$ cat src/rtl/uart_receiver.sv
// 8N1 UART receive core: synchronises rx, detects a start edge, samples mid-bit
// at a programmable divisor and emits one byte per frame with a one-cycle strobe.
module uart_receiver #(
    parameter int DIVISION_WIDTH = 24
) (
    input  logic                      clk,
    input  logic                      reset,
    input  logic [DIVISION_WIDTH-1:0] division,
    input  logic                      rx,
    output logic [7:0]                data,
    output logic                      valid,
    output logic                      frame_error,
    output logic                      busy
);

    localparam logic [1:0] IDLE  = 2'd0;
    localparam logic [1:0] START = 2'd1;
    localparam logic [1:0] DATA  = 2'd2;
    localparam logic [1:0] STOP  = 2'd3;

    localparam logic [DIVISION_WIDTH-1:0] DIV_MIN = DIVISION_WIDTH'(2);
    localparam logic [DIVISION_WIDTH-1:0] DIV_ONE = DIVISION_WIDTH'(1);

    logic                      rx_meta;
    logic                      rx_sync;
    logic                      rx_prev;
    logic [1:0]                state;
    logic [DIVISION_WIDTH-1:0] div_eff;
    logic [DIVISION_WIDTH-1:0] div_q;
    logic [DIVISION_WIDTH-1:0] bit_cnt;
    logic [2:0]                bit_idx;
    logic [7:0]                shift_reg;
    logic                      tick;
    logic                      start_edge;

    // Output protocol: valid and frame_error are single-cycle strobes with no
    // ready/back-pressure; the consumer must capture data in the strobe cycle.

    assign div_eff    = (division < DIV_MIN) ? DIV_MIN : division;
    assign tick       = (bit_cnt == '0);
    assign start_edge = rx_prev & ~rx_sync;
    assign busy       = (state != IDLE);

    always_ff @(posedge clk or negedge reset) begin
        if (!reset) begin
            rx_meta <= 1'b1;
            rx_sync <= 1'b1;
            rx_prev <= 1'b1;
        end else begin
            rx_meta <= rx;
            rx_sync <= rx_meta;
            rx_prev <= rx_sync;
        end
    end

    always_ff @(posedge clk or negedge reset) begin
        if (!reset) begin
            state       <= IDLE;
            div_q       <= '0;
            bit_cnt     <= '0;
            bit_idx     <= '0;
            shift_reg   <= '0;
            data        <= '0;
            valid       <= 1'b0;
            frame_error <= 1'b0;
        end else begin
            valid       <= 1'b0;
            frame_error <= 1'b0;
            if (state != IDLE) begin
                bit_cnt <= tick ? (div_q - DIV_ONE) : (bit_cnt - DIV_ONE);
            end
            case (state)
                IDLE: begin
                    // Edge-triggered start: a held-low break cannot re-arm the receiver.
                    if (start_edge) begin
                        div_q   <= div_eff;
                        bit_cnt <= (div_eff >> 1) - DIV_ONE;
                        state   <= START;
                    end
                end
                START: begin
                    if (tick) begin
                        if (!rx_sync) begin
                            bit_idx <= '0;
                            state   <= DATA;
                        end else begin
                            state <= IDLE;
                        end
                    end
                end
                DATA: begin
                    if (tick) begin
                        shift_reg <= {rx_sync, shift_reg[7:1]};
                        bit_idx   <= bit_idx + 3'd1;
                        if (bit_idx == 3'd7) begin
                            state <= STOP;
                        end
                    end
                end
                STOP: begin
                    if (tick) begin
                        if (rx_sync) begin
                            data  <= shift_reg;
                            valid <= 1'b1;
                        end else begin
                            frame_error <= 1'b1;
                        end
                        state <= IDLE;
                    end
                end
                default: state <= IDLE;
            endcase
        end
    end

endmodule
$ cat config.mk
export PLATFORM = sky130hd
export DESIGN_NAME = uart_receiver
export DESIGN_NICKNAME = d
export VERILOG_FILES = /design/src/rtl/uart_receiver.sv
export SDC_FILE = /design/constraint.sdc
export NUM_CORES = 1
export LEC_CHECK = 0
export BUFFER_PORTS_ARGS = -buffer_cell sky130_fd_sc_hd__buf_4
export CORE_MARGIN = 1
export CORE_UTILIZATION = 34
export DETAILED_ROUTE_END_ITERATION = 7
export PLACE_DENSITY = 0.52
export SETUP_SLACK_MARGIN = 0.4
export SLEW_MARGIN = 10
export SYNTH_ARGS = -nofsm -noshare
export SYNTH_HDL_FRONTEND = slang
export SYNTH_SLANG_ARGS = --single-unit
$ cat constraint.sdc
create_clock -name clk -period 3.05 [get_ports clk]
set_clock_uncertainty 0.2 [all_clocks]
set_input_delay 0.1525 -clock clk [delete_from_list [all_inputs] [get_ports clk]]
set_output_delay 0.1525 -clock clk [all_outputs]
set_load 0.005 [all_outputs]
==> flow_metrics.tcl, run 1 <==
set metrics [dict create \
    status "finished, final reports clean" \
    dieArea_um2 13500 \
    yosysUniqueCellTypes 62 \
    grt_overflow 0 \
    slew_violations 0 \
    powerDensity_nw_per_um2 636 \
    intPower_mw 2.45 \
    maxCapViolCount 0 \
    dp_hpwl_mm 9.74 \
    area_growth_pct 37.6 \
    place_worst_setup_slack_ns 0.0756 \
    grtUsageMet3_pct 5.71 \
    synth_edf_count 0 \
    grt_max_degree 75 \
    drive_above_1_share_pct 28.0 \
    top_regs "bit_cnt: 24 flops, div_q: 24 flops" \
    antenna_left 0 \
    ys_warn_count 0 \
    numPortBuffers 37 \
    regToRegSetupSlack_ns 0.33 \
    grt_use_met1_pct 29.9 \
    holdWs_ns 0.0296 \
    fmax_ghz 0.367 \
    worstRegToRegCells 9 \
    timing.final.ws_setup_ns 0.325 \
    drt_iter0_markers 329 \
    timing.rr.end "bit_cnt[6]" \
    setup.worst_path.start_class "flip-flop" \
    synthTopCellsByArea "dfrtp_1 (40%), nand2_1 (7.6%), mux2_2 (4.1%)" \
    pwr-share-seq_pct 39.6 \
    avgViaCountPerCell 5.59 \
    antenna_found_initial 0 \
    synth_area_um2 4440 \
    ctsRootBufferMaster "clkbuf_16" \
    hold_path.class "input pin to flip-flop" \
    p_clk_share_pct 28.7 \
    initial_utilization_pct 35.1 \
    reg2reg_from "bit_cnt[18]" \
    path_class "flip-flop to flip-flop" \
    min_from "division[20]" \
    nFillCells 1251 \
    worst_pin_slew_ns 0.984 \
    die_height_um 116 \
    grt_pass1_wl_mm 22.7 \
    hold_violations 0 \
    p_sw_share_pct 36.9 \
    path_clk_slew_ns 0.06 \
    dr.pass1.iters 4 \
    yosys_most_used_dff "dfrtp_1" \
    grt_use_total_pct 22.3 \
    htree_levels 3 \
    cp_max_fo 6 \
    globalRouteMet2Util_pct 35.6 \
    cts_max_path_buffers 2 \
    finalNetCount 644 \
    final.min_clock_period_ns 2.72 \
    grt_pass1_vias 4251 \
    clock_latency_ns 0.34 \
    yosys_register_bits 74 \
    globalRoute.busiestLayer "met2" \
    syn_avg_cell_area_um2 8.75 \
    cts_tree "built" \
    final_common_cell "nand2_1" \
    drc 0 \
    async_flop_share_pct 100 \
    p_leak_nw 2.58 \
    wire_per_inst_um 18.2 \
    end_kind "flip-flop" \
    ys_seq_area_share_pct 41.8 \
    worstPathArrival_ns 2.74 \
    whs_endpoint "bit_cnt[19]" \
    finalSetupViolations 0 \
    p_total_mw 3.89 \
    coreArea_um2 12700 \
    setup_tns_ns 0 \
    io_pins 38 \
    power.net_switching_mw 1.44 \
    die_w_um 116 \
    rsz0062_at_grt "yes" \
    fin_crit_sh_pct 89.3 \
    synth_area_leader_cell "dfrtp_1" \
    syn_nets 539 \
    required_ns 3.06 \
    totalWireLength_mm 14.4 \
    layout_common_cells "nand2_1 (90), buf_4 (84), dfrtp_1 (69)" \
    synth_top_area_share_pct 40.0 \
    clock-sinks 74 \
    antenna_cells 0 \
    syn_inst 508 \
    numCtsBuffers 9 \
    globalplace.congestion 0.952 \
    ir_drop_mv 0.308 \
    vias 4416 \
    slew_headroom_pct 34.4 \
    holdPathStages 4 \
    core.rowCount 41 \
    p_comb_share_pct 31.7 \
]
-- cells in the mapped netlist, types with 2 or more instances --
cell type  number
o31ai_1         3
nor4b_1         2
or3_1          18
and3_1          7
nand3_1         8
o41ai_1         2
nand4_1         2
nand2_1        90
o311a_1         2
a211o_1         3
or4_1          11
a21oi_1        30
o21ai_0        22
a21o_1          2
nor4_1         15
inv_1           5
nor2b_1         4
xnor2_1        13
a31o_2          2
o22ai_1        12
clkbuf_1       18
and2_1          2
mux2i_1         2
nor2_1         37
nand2b_1        4
a311oi_1        3
o31a_1          4
xor2_1         12
o2111ai_1       3
o211ai_1        5
dfstp_2         3
mux2_2         16
nor3_1         19
dfrtp_1        71
buf_2           5
a31oi_1         7
a211oi_1       16
ha_1            4
-- worst max path at each step --
stage,startpoint,to,slack [ns],cells after the start
2_1_floorplan,bit_cnt[3],bit_cnt[6],0.09,11
3_3_place_gp,division[15],bit_cnt[20],0.12,13
3_5_place_dp,division[15],bit_cnt[20],0.08,13
4_1_cts,div_q[2],bit_cnt[11],0.32,6
5_1_grt,bit_cnt[18],bit_cnt[6],0.20,9
6_report,bit_cnt[18],bit_cnt[6],0.33,9
-- cell type report --
type	instances	area [µm²]	area share, %
clock inverter	7	82.6	1.35
timing repair buffer	118	1020	16.6
tap	172	215	3.52
inverter	5	18.8	0.307
multi-input combinational	405	2700	44.1
clock buffer	9	225	3.68
sequential	74	1860	30.4
-- cell families after synthesis --
logic type,after synthesis,share of synthesized area (%)
buf+inv,30,2.76
xor+xnor,25,4.93
flops,74,41.8
mux,18,4.50
simple gates,228,25.3
compound gates,129,19.6
fa+ha+maj,4,1.13
-- power groups by stage --
stage | sequential (mW) | clock [mW] | combinational [mW]
CTS | 1.53 | 1.14 | 1.14
floorplan | 1.46 | 0 | 0.686
detailed placement | 1.56 | 0 | 0.975
global route | 1.58 | 1.18 | 1.36
global placement | 1.55 | 0 | 0.957
finish | 1.54 | 1.12 | 1.23
-- metrics by stage --
stage	area (µm²)	util, %	instances
global placement	5100	40.2	721
CTS	5860	46.2	777
detailed placement	5100	40.2	721
floorplan	4510	-	508
finish	6110	48.2	790
global route	6110	48.2	790
-- per-layer routing --
metal	vias up	routed length (µm)
met5	-	0
met4	0	202
met3	21	822
met2	135	6650
met1	2154	6720
li1	2106	-
-- repair_timing --
action / CTS / global route
gates cloned: 0 / 2
buffers inserted: 14 / 11
resized for setup: 15 / 35
hold buffers: 26 / 0
pin swaps: 15 / 14
endpoints found under the hold margin: 107 / 0
setup endpoints to repair: 25 / 31
-- worst max-delay path, stage by stage (launching register included) --
cell	delay, ns
dfrtp_1	0.38
or4_4	0.57
nor4_4	0.30
and2_4	0.22
a21oi_2	0.06
ha_2	0.22
and2_4	0.18
a221o_1	0.29
a21oi_1	0.12
a311oi_1	0.06
(Power assumes the default switching activity.)
==> run 2, diff against run 1 <==
Settings changed: ABC_AREA set to 1, BUFFER_PORTS_ARGS -buffer_cell sky130_fd_sc_hd__buf_4 to -buffer_cell sky130_fd_sc_hd__buf_2.
==> run 2 against run 1 <==
Effect of this change:
- count of clock-buffer cells in the layout is 1 higher
- total power up 8.9%
- first-iteration DRC count is 25% lower
- final cell count is 17% higher
- synthesized cell count is 33% higher
- area after synthesis grew 7.4%
- worst setup slack improved by 0.21 ns
- via count up 4.3%
- hold slack worse by 0.0017 ns
==> flow_metrics.tcl, run 2 <==
set metrics [dict create \
    ys_seq_area_share_pct 38.9 \
    coreArea_um2 13500 \
    path_cells "nor2_1, nand2_1, nor2_4, buf_6, nand4_1, nand2_1, nand2_1, nor2_2, nand2_2, nor2_4, nand3_1, nand3_1, nand2_1" \
    yosys_most_used_dff "dfrtp_1" \
    avgViaCountPerCell 4.98 \
    grt_max_degree 75 \
    synth_area_um2 4770 \
    antenna_cells 0 \
    ctsRootBufferMaster "clkbuf_16" \
    multiInputGateArea_um2 2390 \
    hold_violations 0 \
    hold_path.class "input pin to flip-flop" \
    dp_hpwl_mm 9.96 \
    layout_common_cells "nand2_1 (166), inv_1 (106), nor2_1 (76)" \
    antenna_found_initial 0 \
    syn_inst 675 \
    core.rowCount 42 \
    drt_iter0_markers 248 \
    synth_edf_count 0 \
    grt_use_total_pct 21.1 \
    synth.most_common_cell "nand2_1" \
    post-route-util_pct 42.9 \
    fin_crit_sh_pct 82.4 \
    synth_area_leader_cell "dfrtp_1" \
    maxCapViolCount 0 \
    critPathMostFrequentCell "nand2_1" \
    antenna_left 0 \
    numPortBuffers 37 \
    syn_avg_cell_area_um2 7.07 \
    htree_levels 3 \
    vias 4608 \
    die_w_um 121 \
    die_height_um 121 \
    finalNetCount 776 \
    worstPathArrival_ns 2.56 \
    cts_max_path_buffers 2 \
    yosys_register_bits 74 \
    dieArea_um2 14500 \
    regToRegSetupSlack_ns 0.54 \
    worst_pin_slew_ns 0.973 \
    worstRegToRegCells 13 \
    crit_path_start "bit_cnt[14]" \
    path_class "flip-flop to flip-flop" \
    setup_tns_ns 0 \
    cpPeakStageDelay_ns 0.39 \
    grt_pass1_vias 4413 \
    slew_headroom_pct 35.2 \
    final_common_cell "nand2_1" \
    required_ns 3.09 \
    setup.worst_path.start_class "flip-flop" \
    slew_violations 0 \
    netlist_top_cells_count "nand2_1 (167), inv_1 (106), nor2_1 (77)" \
    holdWs_ns 0.0279 \
    p_total_mw 4.23 \
    timing.rr.end "bit_cnt[21]" \
    numCtsBuffers 9 \
    ys_warn_count 0 \
    dr.pass1.iters 5 \
    fmax_ghz 0.398 \
    clock-sinks 74 \
    finalSetupViolations 0 \
    cp_max_fo 14 \
    clock_latency_ns 0.35 \
    critPathCapture "bit_cnt[21]" \
    async_flop_share_pct 100 \
    reg2reg_from "bit_cnt[14]" \
    syn_nets 706 \
    rsz0062_at_grt "yes" \
    final.min_clock_period_ns 2.51 \
    place_inst 880 \
    synthTopCellsByArea "dfrtp_1 (37%), nand2_1 (13%), inv_1 (8.3%)" \
    top_regs "bit_cnt: 24 flops, div_q: 24 flops" \
    cts_tree "built" \
    initial_utilization_pct 35.5 \
    drive_above_1_share_pct 17.2 \
    p_leak_nw 2.82 \
    area_growth_pct 20.9 \
    ff_latch_area_um2 1860 \
    yosysUniqueCellTypes 42 \
    end_kind "flip-flop" \
    wire_per_inst_um 15.3 \
    status "finished, final reports clean" \
    synth_top_area_share_pct 37.2 \
    slowest_stage "dfrtp_1" \
    totalWireLength_mm 14.1 \
    path_clk_slew_ns 0.07 \
    powerDensity_nw_per_um2 733 \
    io_pins 38 \
    grt_overflow 0 \
    nFillCells 1452 \
    ir_drop_mv 0.347 \
    fin_cells 926 \
    grt_pass1_wl_mm 23.1 \
    globalplace.congestion 0.940 \
    drc 0 \
]
==> run 2: area by class of cell <==
cell class	count	area share (%)
Clock buffer	10	4.14
Clock inverter	6	1.28
Inverter	110	7.15
Multi-Input combinational cell	472	41.4
Sequential cell	74	32.1
Tap cell	176	3.81
Timing Repair Buffer	78	10.1
==> run 2: repair_timing <==
action                                 4_1_cts  5_1_grt
gates resized for setup                      0        5
endpoints found under the hold margin       97        0
setup endpoints to repair                    1       25
buffers inserted                             0        5
hold buffers                                25        0
pin swaps                                    1        2
==> run 2: logic make-up (layout without fill, tap and decap cells) <==
logic type,Yosys count,in the layout,share of synthesized area [%]
and+or+nand+nor,359,359,35.1
buffers and inverters,129,204,11.3
AOI/OAI and AO/OA,102,102,12.4
DFF,74,74,38.9
xor gates and xnor gates,7,7,1.28
adders and majority gates,4,4,1.05
==> run 2: where the power goes <==
| group | switching [mW] | total [mW] | internal (mW) |
|---|---|---|---|
| logic | 1.07 | 1.62 | 0.549 |
| registers | 0.178 | 1.47 | 1.29 |
| clock network | 0.475 | 1.14 | 0.667 |
| total | 1.73 | 4.23 | 2.51 |
==> run 2: worst min-delay path by stage <==
stage	slack [ns]	depth (start not counted)	endpoint	start
after floorplan	-0.34	0	asynchronous set/reset pin	reset
after global placement	0.06	1	rx_meta	rx
after detailed placement	0.06	1	rx_meta	rx
after CTS	0.01	4	div_q[14]	division[14]
after global routing	0.06	5	bit_cnt[2]	division[3]
final	0.03	4	div_q[14]	division[14]
==> run 2: metrics by stage <==
step	worst slack [ns]	cell area, µm²
floorplan	0.842	4770
finish	0.537	5770
global placement	0.440	5140
CTS	0.405	5710
global route	0.386	5770
detailed placement	0.353	5140
==> run 2: worst max-delay path: cells and delay by family, from the launching register on <==
kind                   cells  cell delay [ns]
flip-flops                 1             0.39
AND/OR/NAND/NOR           12             1.59
buffers and inverters      1             0.22
==> run 2: metal layers <==
metal	vias to the layer above	part of all wire [%]	GRT usage (%)
li1	2291	-	-
met1	2193	48	28.7
met2	103	45	32.6
met3	21	4.4	4.29
met4	0	2.3	8.41
met5	-	0	0
==> run 3, diff against run 2 <==
Settings changed: ABC_AREA 1 to 0.
Clock period 3.05 ns to 2 ns, I/O delays scaled along.
==> run 3 against run 2 <==
Effect of this change:
- the run now ends with setup timing left
- critical endpoint is now bit_idx[0]
- global-route usage increased by 2.8 points
- via count rose by 6.1%
- largest power group unchanged
- utilization up 15 points
- routed wire length is 8.8% higher
- total power up 58%
==> flow_metrics.tcl, run 3 (synthesis results as in run 1) <==
set metrics [dict create \
    globalRoute.busiestLayer "met2" \
    maxCapViolCount 0 \
    slew_headroom_pct 66.4 \
    grt_pass1_wl_mm 24.4 \
    ir_drop_mv 0.451 \
    globalplace.congestion 0.890 \
    layout_common_cells "buf_4 (151), dfrtp_1 (70), nand2_1 (60)" \
    wire_per_inst_um 16.9 \
    dr.pass1.iters 5 \
    powerDensity_nw_per_um2 921 \
    coreArea_um2 12700 \
    cpPeakStageDelay_ns 0.56 \
    grtUsageMet3_pct 4.05 \
    path_class "flip-flop to flip-flop" \
    timing.final.ws_setup_ns -0.707 \
    cp_max_fo 5 \
    grt_max_degree 39 \
    die_height_um 116 \
    grt_overflow 0 \
    slew_violations 0 \
    status "finished with violations" \
    grt_pass1_vias 4800 \
    grt_use_met1_pct 30.9 \
    antenna_found_initial 0 \
    grt_use_total_pct 23.9 \
    cts_tree "built" \
    worst_pin_slew_ns 0.504 \
    numCtsBuffers 9 \
    setup.worst_path.start_class "flip-flop" \
    drc 0 \
    hold_path.class "input pin to flip-flop" \
    antenna_cells 0 \
    top_regs "bit_cnt: 24 flops, div_q: 24 flops" \
    p_total_mw 6.71 \
    final_common_cell "buf_4" \
    numPortBuffers 37 \
    ff_latch_area_um2 1860 \
    violations "setup timing" \
    avgViaCountPerCell 5.38 \
    clock-sinks 74 \
    io_pins 38 \
    fmax_ghz 0.369 \
    initial_utilization_pct 35.1 \
    critPathMostFrequentCell "buf_6" \
    finalNetCount 762 \
    placed_area_um2 6020 \
    finalSetupViolations 47 \
    drt_iter0_markers 338 \
    drive_above_1_share_pct 45.8 \
    path_cells "or4_4, nor4_4, buf_4, buf_8, nand2_8, buf_6, buf_6, or3_4, a21oi_2, a211oi_1" \
    worstPathArrival_ns 2.73 \
    cts_max_path_buffers 2 \
    htree_levels 3 \
    ctsRootBufferMaster "clkbuf_16" \
    slowest_stage "or4_4" \
    hold_violations 0 \
    nFillCells 1147 \
    totalWireLength_mm 15.4 \
    dieArea_um2 13500 \
    fin_crit_sh_pct 135 \
    final.min_clock_period_ns 2.71 \
    area_growth_pct 64.0 \
    core.rowCount 41 \
    clock_latency_ns 0.34 \
    vias 4889 \
    globalRouteMet2Util_pct 39.6 \
    required_ns 2.02 \
    path_clk_slew_ns 0.07 \
    design_area_um2 7290 \
    p_leak_nw 3.28 \
    antenna_left 0 \
    multiInputGateArea_um2 2960 \
    die_w_um 116 \
    rsz0062_at_grt "yes" \
    dp_hpwl_mm 11.2 \
    end_kind "flip-flop" \
]
run 3: changes by cell type in the layout (fill, tap and decap cells not counted), moves of 15 or more:
cell      before  now
nand3_1       39    6
or3_1          0   16
nor2_1        76   30
buf_4         13  151
nand2_1      166   60
a211oi_1       0   15
o21ai_0       50   13
inv_1        106    4
run 3: area by class of cell:
cell class,count,area share [%]
Clock inverter,7,1.12
Timing Repair Buffer,237,26.4
Inverter,5,0.309
Multi-Input combinational cell,404,40.6
Sequential cell,74,25.5
Tap cell,172,2.95
Clock buffer,9,3.09
run 3: worst paths after layout:
kind / depth (start not counted) / slack, ns / startpoint / endpoint
setup / recovery: 10 / -0.71 / bit_cnt[2] / bit_idx[0]
hold / removal: 5 / 0.006 / division[10] / bit_cnt[9]
setup reg to reg: 10 / -0.71 / bit_cnt[2] / bit_idx[0]
hold reg to reg: 0 / 0.16 / rx_meta / rx_sync
max in group asynchronous: 3 / 0.93 / reset / state[0]
min in group asynchronous: 2 / 0.07 / reset / div_q[9]
run 3: where the power goes:
part / leakage [nW] / switching, mW / internal, mW / total [mW]
logic: 2.21 / 1.46 / 1.47 / 2.92
registers: 0.925 / 0.231 / 1.87 / 2.10
clock network: 0.147 / 0.700 / 0.986 / 1.69
total: 3.28 / 2.39 / 4.32 / 6.71
run 3: layer usage:
metal	routed length, µm	up-vias
li1	-	2347
met1	6780	2362
met2	7470	144
met3	696	36
met4	427	0
met5	0	-
run 3: what timing repair did:
| item | in CTS | in global routing |
|---|---|---|
| gates cloned | 1 | 1 |
| pin swaps | 32 | 44 |
| hold endpoints to repair | 98 | 0 |
| hold buffers | 25 | 0 |
| resized for setup | 56 | 58 |
| endpoints found under the setup margin | 72 | 72 |
| buffers inserted | 15 | 11 |
run 3: stage by stage:
step	hold WS, ns	instances	utilization [%]	setup TNS, ns	worst slack [ns]
4_1_cts	0.00283	896	54.7	-26.35	-0.689
3_5_place_dp	-0.0953	839	47.5	-28.10	-0.947
3_3_place_gp	-0.101	839	47.5	-27.59	-0.900
6_report	0.00629	908	57.5	-25.66	-0.707
5_1_grt	0.0305	908	57.5	-30.48	-0.813
2_1_floorplan	-0.396	508	-	-25.38	-0.957
run 3: critical path, delay by kind of cell (launching register included):
family          cells  cell delay, ns
flops               1            0.37
compound gates      2            0.18
simple gates        4            1.34
buf+inv             4            0.48
